--- src/rtl/fifo_pkg.sv ---
// fifo_pkg: defaults and Gray/binary pointer helpers shared by both FIFO sides.
// The helpers take the pointer width as an argument and mask to it.
package fifo_pkg;

   localparam int DEF_DATASIZE = 8;
   localparam int DEF_ADDRSIZE = 4;
   localparam int PTR_MAXW     = 32;

   typedef logic [PTR_MAXW-1:0] ptr_t;

   function automatic ptr_t width_mask(input int w);
      ptr_t m;
      if (w >= PTR_MAXW) m = '1;
      else               m = (ptr_t'(1) << w) - ptr_t'(1);
      return m;
   endfunction

   function automatic ptr_t bin2gray(input ptr_t b, input int w);
      ptr_t v;
      v = b & width_mask(w);
      return v ^ (v >> 1);
   endfunction

   function automatic ptr_t gray2bin(input ptr_t g, input int w);
      ptr_t v;
      ptr_t b;
      v = g & width_mask(w);
      b = v;
      for (int i = 1; i < PTR_MAXW; i++) begin
         b = b ^ (v >> i);
      end
      return b;
   endfunction

endpackage

--- src/rtl/fifo_rd_outstage.sv ---
// fifo_rd_outstage: one-entry valid/ready output register for FWFT readers.
// A load always wins; an accept without a load empties the stage.
module fifo_rd_outstage import fifo_pkg::*; #(
   parameter int DATASIZE = DEF_DATASIZE
) (
   input  logic                rclk,
   input  logic                rrst,
   input  logic                load,
   input  logic [DATASIZE-1:0] data_in,
   input  logic                rready,
   output logic                rvalid,
   output logic [DATASIZE-1:0] rdata
);

   logic                rvalid_q;
   logic                rvalid_d;
   logic [DATASIZE-1:0] rdata_q;
   logic [DATASIZE-1:0] rdata_d;

   always_comb begin
      rvalid_d = rvalid_q;
      rdata_d  = rdata_q;
      if (load) begin
         rvalid_d = 1'b1;
         rdata_d  = data_in;
      end else if (rvalid_q && rready) begin
         rvalid_d = 1'b0;
      end
   end

   always_ff @(posedge rclk or posedge rrst) begin
      if (rrst) begin
         rvalid_q <= 1'b0;
         rdata_q  <= '0;
      end else begin
         rvalid_q <= rvalid_d;
         rdata_q  <= rdata_d;
      end
   end

   assign rvalid = rvalid_q;
   assign rdata  = rdata_q;

endmodule

--- src/rtl/fifo_rd_ctrl.sv ---
// fifo_rd_ctrl: async FIFO read side -- pointers, empty flag, FWFT output.
// FIFO_RD_AEMPTY_EN adds the registered ralmost_empty output.
module fifo_rd_ctrl import fifo_pkg::*; #(
   parameter int DATASIZE      = DEF_DATASIZE,
   parameter int ADDRSIZE      = DEF_ADDRSIZE,
   parameter int AEMPTY_THRESH = 2
) (
   input  logic                rclk,
   input  logic                rrst,
   input  logic [ADDRSIZE:0]   rq2_wptr,
   input  logic [DATASIZE-1:0] mem_rdata,
   output logic [ADDRSIZE-1:0] raddr,
   output logic [ADDRSIZE:0]   rptr,
   output logic                rempty,
   output logic                rvalid,
   input  logic                rready,
`ifdef FIFO_RD_AEMPTY_EN
   output logic                ralmost_empty,
`endif
   output logic [DATASIZE-1:0] rdata
);

   localparam int PW = ADDRSIZE + 1;

   if (AEMPTY_THRESH < 0 || AEMPTY_THRESH > (1 << ADDRSIZE)) begin : g_bad_thresh
      $error("fifo_rd_ctrl: AEMPTY_THRESH out of range");
   end

   logic [ADDRSIZE:0] rbin_q;
   logic [ADDRSIZE:0] rbin_d;
   logic [ADDRSIZE:0] rptr_q;
   logic [ADDRSIZE:0] rptr_d;
   logic              rempty_q;
   logic              rempty_d;
   logic              fetch;

   // Refill the output stage whenever it is free or being drained this cycle.
   always_comb begin
      fetch    = !rempty_q && (!rvalid || rready);
      rbin_d   = rbin_q + {{ADDRSIZE{1'b0}}, fetch};
      rptr_d   = PW'(bin2gray(ptr_t'(rbin_d), PW));
      rempty_d = (rptr_d == rq2_wptr);
   end

   always_ff @(posedge rclk or posedge rrst) begin
      if (rrst) begin
         rbin_q   <= '0;
         rptr_q   <= '0;
         rempty_q <= 1'b1;
      end else begin
         rbin_q   <= rbin_d;
         rptr_q   <= rptr_d;
         rempty_q <= rempty_d;
      end
   end

`ifdef FIFO_RD_AEMPTY_EN
   logic [ADDRSIZE:0] wbin_s;
   logic [ADDRSIZE:0] rcount;
   logic              ralmost_empty_q;
   logic              ralmost_empty_d;

   // Words left in memory after this edge's fetch, modulo pointer range.
   always_comb begin
      wbin_s          = PW'(gray2bin(ptr_t'(rq2_wptr), PW));
      rcount          = wbin_s - rbin_d;
      ralmost_empty_d = (ptr_t'(rcount) <= ptr_t'(AEMPTY_THRESH));
   end

   always_ff @(posedge rclk or posedge rrst) begin
      if (rrst) begin
         ralmost_empty_q <= 1'b1;
      end else begin
         ralmost_empty_q <= ralmost_empty_d;
      end
   end

   assign ralmost_empty = ralmost_empty_q;
`endif

   fifo_rd_outstage #(
      .DATASIZE (DATASIZE)
   ) u_outstage (
      .rclk    (rclk),
      .rrst    (rrst),
      .load    (fetch),
      .data_in (mem_rdata),
      .rready  (rready),
      .rvalid  (rvalid),
      .rdata   (rdata)
   );

   assign raddr  = rbin_q[ADDRSIZE-1:0];
   assign rptr   = rptr_q;
   assign rempty = rempty_q;

endmodule

--- config.mk ---
export PLATFORM = sky130hd
export DESIGN_NAME = fifo_rd_ctrl
export DESIGN_NICKNAME = d
export VERILOG_FILES = /design/src/rtl/fifo_pkg.sv /design/src/rtl/fifo_rd_outstage.sv /design/src/rtl/fifo_rd_ctrl.sv
export SDC_FILE = /design/constraint.sdc
export NUM_CORES = 1
export LEC_CHECK = 0
export CAP_MARGIN = 20
export CORE_ASPECT_RATIO = 0.6
export CORE_MARGIN = 3
export CORE_UTILIZATION = 35
export DETAILED_ROUTE_END_ITERATION = 10
export PLACE_DENSITY = 0.76
export SLEW_MARGIN = 20
export SYNTH_ARGS = -nofsm -noshare
export SYNTH_HDL_FRONTEND = slang
export SYNTH_HIERARCHICAL = 1
export SYNTH_SLANG_ARGS = --single-unit
--- constraint.sdc ---
create_clock -name rclk -period 3.35 [get_ports rclk]
set_clock_uncertainty 0.2 [all_clocks]
set_input_delay 0.335 -clock rclk [delete_from_list [all_inputs] [get_ports rclk]]
set_output_delay 0.335 -clock rclk [all_outputs]
set_load 0.005 [all_outputs]
==> flow_summary_export.csv <==
group,metric,value,unit
placement,hpwl,1840,um
pwr,p_per_area,941,mW/mm^2
worst_setup_path,critPathMaxFanout,6,
global_routing,track_usage,13.6,%
die,dieHeight,47.0,um
die,core,0.00257,sq mm
sta,slew_violations,0,
drt,ant_nets,0,
drt,totalWireLength,2200,um
cts,clock_latency,0.26,ns
cts,post_cts_resized,0,
final_layout,diodes,0,
final_layout,n_fill_cell,222,
logic_synthesis,netlist_area,978,sq um
worst_setup_path,required,3.30,ns
pwr,power.leakage,0.000613,uW
worst_setup_path,worstPathCellList,"clkdlybuf4s50_1, inv_1, a21oi_1, ha_1, ha_1, and4b_1, a21oi_1, o22ai_1, xnor2_1, a2111oi_2",
cts,cts_max_level,1,
cts,postCtsSetupBuffers,0,
logic_synthesis,syn-num-nets,99,
final_layout,multi_input_area,448,sq um
global_routing,first_global_vias,722,
drt,via_per_inst,4.91,
logic_synthesis,netlist.area_leader.share,46.0,%
pwr,comb_power_share,54.9,%
worst_setup_path,crit_path_end_kind,"flop",
global_routing,antenna_found_initial,0,
worst_setup_path,crit_type,"in2reg",
pwr,ir_drop,391,uV
sta,slew_headroom,74.0,%
sta,tightest_slew,0.389,ns
global_routing,grt_max_degree,12,
worst_setup_path,cpPeakStageDelay,0.48,ns
logic_synthesis,synth_top_area_cell,"dfrtp_1",
logic_synthesis,synth_area_leaders,"dfrtp_1, mux2_4, xnor2_1",
pwr,power.switching,473,uW
logic_synthesis,ys.warnings.count,6,
global_routing,overflow,0,
pwr,seq_power_share,33.0,%
sta,timing.fmax,0.365,GHz
sta,rsz0062_at_grt,"no",
pwr,p_int,840,uW
die,rows,14,
placement,routabilityCongestion,0.761,
sta,finalSetupViolations,0,
global_routing,grt_pass1_wl,3550,um
cts,path_clk_slew,0.07,ns
job,drv_cap,0,
cts,cts_buffers,3,
drt,dr.pass1.iters,4,
final_layout,postLayoutCoreUtil,54.2,%
final_layout,area_delta_synth_final,42.6,%
sta,finalHoldViolations,0,
cts,cts_buffer_depth,2,
cts,cts.sinks,19,
drt,dr.first_iter.drc_count,36,
logic_synthesis,syn_area_per_cell,12.1,sq um
sta,fin_crit,2.74,ns
pwr,power.total,1310,uW
logic_synthesis,yosysSeqAreaShare,48.7,%
sta,tns,0,ns
logic_synthesis,synth_cell_type_count,30,
die,chipWidth,74.3,um
sta,period_share,81.7,%
drt,dr_total_vias,736,
outcome,status,"finished clean",
worst_setup_path,start_kind,"input pin",
worst_setup_path,arrival,2.69,ns
drt,wl_per_cell,14.7,um
cts,cts_hold_buf,0,
worst_hold_path,hold_path.class,"in2async",
final_layout,final_common_cell,"clkdlybuf4s50_1",
final_layout,final-seq-area,477,sq um
cts,cts_tree,"yes",
final_layout,drive_above_1_share,15.3,%
pwr,clockPowerShare,12.1,%
logic_synthesis,ys_ff_latch,19,
final_layout,final_cell_mix,"clkdlybuf4s50_1, dfrtp_1, mux2_4",
pwr,switching_share,36.0,%
final_layout,final_nets,137,
die,initial_utilization,38.0,%
die,num_io_pins,35,
drt,drc,0,
logic_synthesis,netlist_instances,81,
worst_setup_path,crit_slowest_cell,"clkdlybuf4s50_1",
cts,cts.root.buffer_cell,"clkbuf_8",
die,dieArea,0.00349,sq mm
placement,port_buffers,34,
[synth_stat cells]
master,n
a2111oi_2,1
a21o_2,1
a21oi_1,3
a22oi_1,2
a31oi_1,1
and2_1,1
and3_1,1
and4b_1,2
buf_2,1
buf_4,1
buf_6,1
clkinv_1,1
dfrtp_1,18
dfstp_2,1
ha_1,2
inv_1,7
mux2_4,8
nand2_1,3
nand2b_1,2
nand3_1,3
nor2_1,2
nor3_1,1
o21ai_0,2
o21ai_1,1
o221ai_1,2
o22ai_1,1
xnor2_1,5
xnor2_2,1
xor2_1,5
xor2_2,1
[final cells by class]
class	count	area share, %
inverter	8	2.15
tap	32	2.87
sequential	19	34.2
timing repair buffer	36	25.5
multi-input combinational	51	32.1
clock buffer	4	3.23
[final timing paths]
path	startpoint	end	slack (ns)	cells past startpoint
hold / removal	rrst	u_outstage/rdata[7]	0.18	2
setup reg to reg	rempty	rempty	0.76	8
hold reg to reg	u_outstage/rdata[4]	u_outstage/rdata[4]	0.31	1
min in group rclk	u_outstage/rdata[4]	u_outstage/rdata[4]	0.31	1
setup / recovery	rready	rempty	0.61	10
max in group asynchronous	rrst	rempty	2.45	2
[cell families after synthesis]
kind of cell	share of synthesized area, %
mux	12.3
buf+inv	5.50
xor+xnor	12.3
flops	48.7
simple gates	8.57
compound gates	10.1
fa+ha+maj	2.56
[layer usage]
metal | up-vias | track usage, % | share of wire, %
met5 | - | 0 | 0
li1 | 351 | - | -
met3 | 3 | 2.56 | 3.3
met2 | 15 | 22.4 | 49
met1 | 367 | 19.0 | 46
met4 | 0 | 3.19 | 0.86
[critical path: cells and delay by family]
kind | cells | cell delay [ns]
AO/OA/AOI/OAI | 4 | 0.82
adder cells (fa/ha/maj) | 2 | 0.60
buffers and inverters | 2 | 0.53
AND/OR/NAND/NOR | 1 | 0.23
XOR/XNOR | 1 | 0.18
[sequential cells by signal, summed over array words and instances, names as in the netlist]
register and count:
u_outstage/rdata 8, rempty 1, rptr 4, u_outstage/rvalid 1
rbin_q 5
[stage by stage]
| step | instances | instance area [sq um] | hold WS [ns] | setup slack, ns |
|---|---|---|---|---|
| floorplan | 81 | 978 | -0.0371 | 0.978 |
| detailed placement | 146 | 1350 | 0.295 | 0.344 |
| CTS | 150 | 1400 | 0.189 | 0.632 |
| global placement | 146 | 1350 | 0.295 | 0.480 |
| finish | 150 | 1400 | 0.178 | 0.612 |
| global route | 150 | 1400 | 0.223 | 0.379 |
[power by group through the flow]
stage / logic (uW) / registers [uW] / clock network, uW
after CTS: 731 / 433 / 163
final: 720 / 433 / 159
after detailed placement: 727 / 436 / 0
after global routing: 784 / 447 / 168
after global placement: 699 / 430 / 0
after floorplan: 441 / 407 / 0
Note: power is estimated with default switching activity, not from simulation.
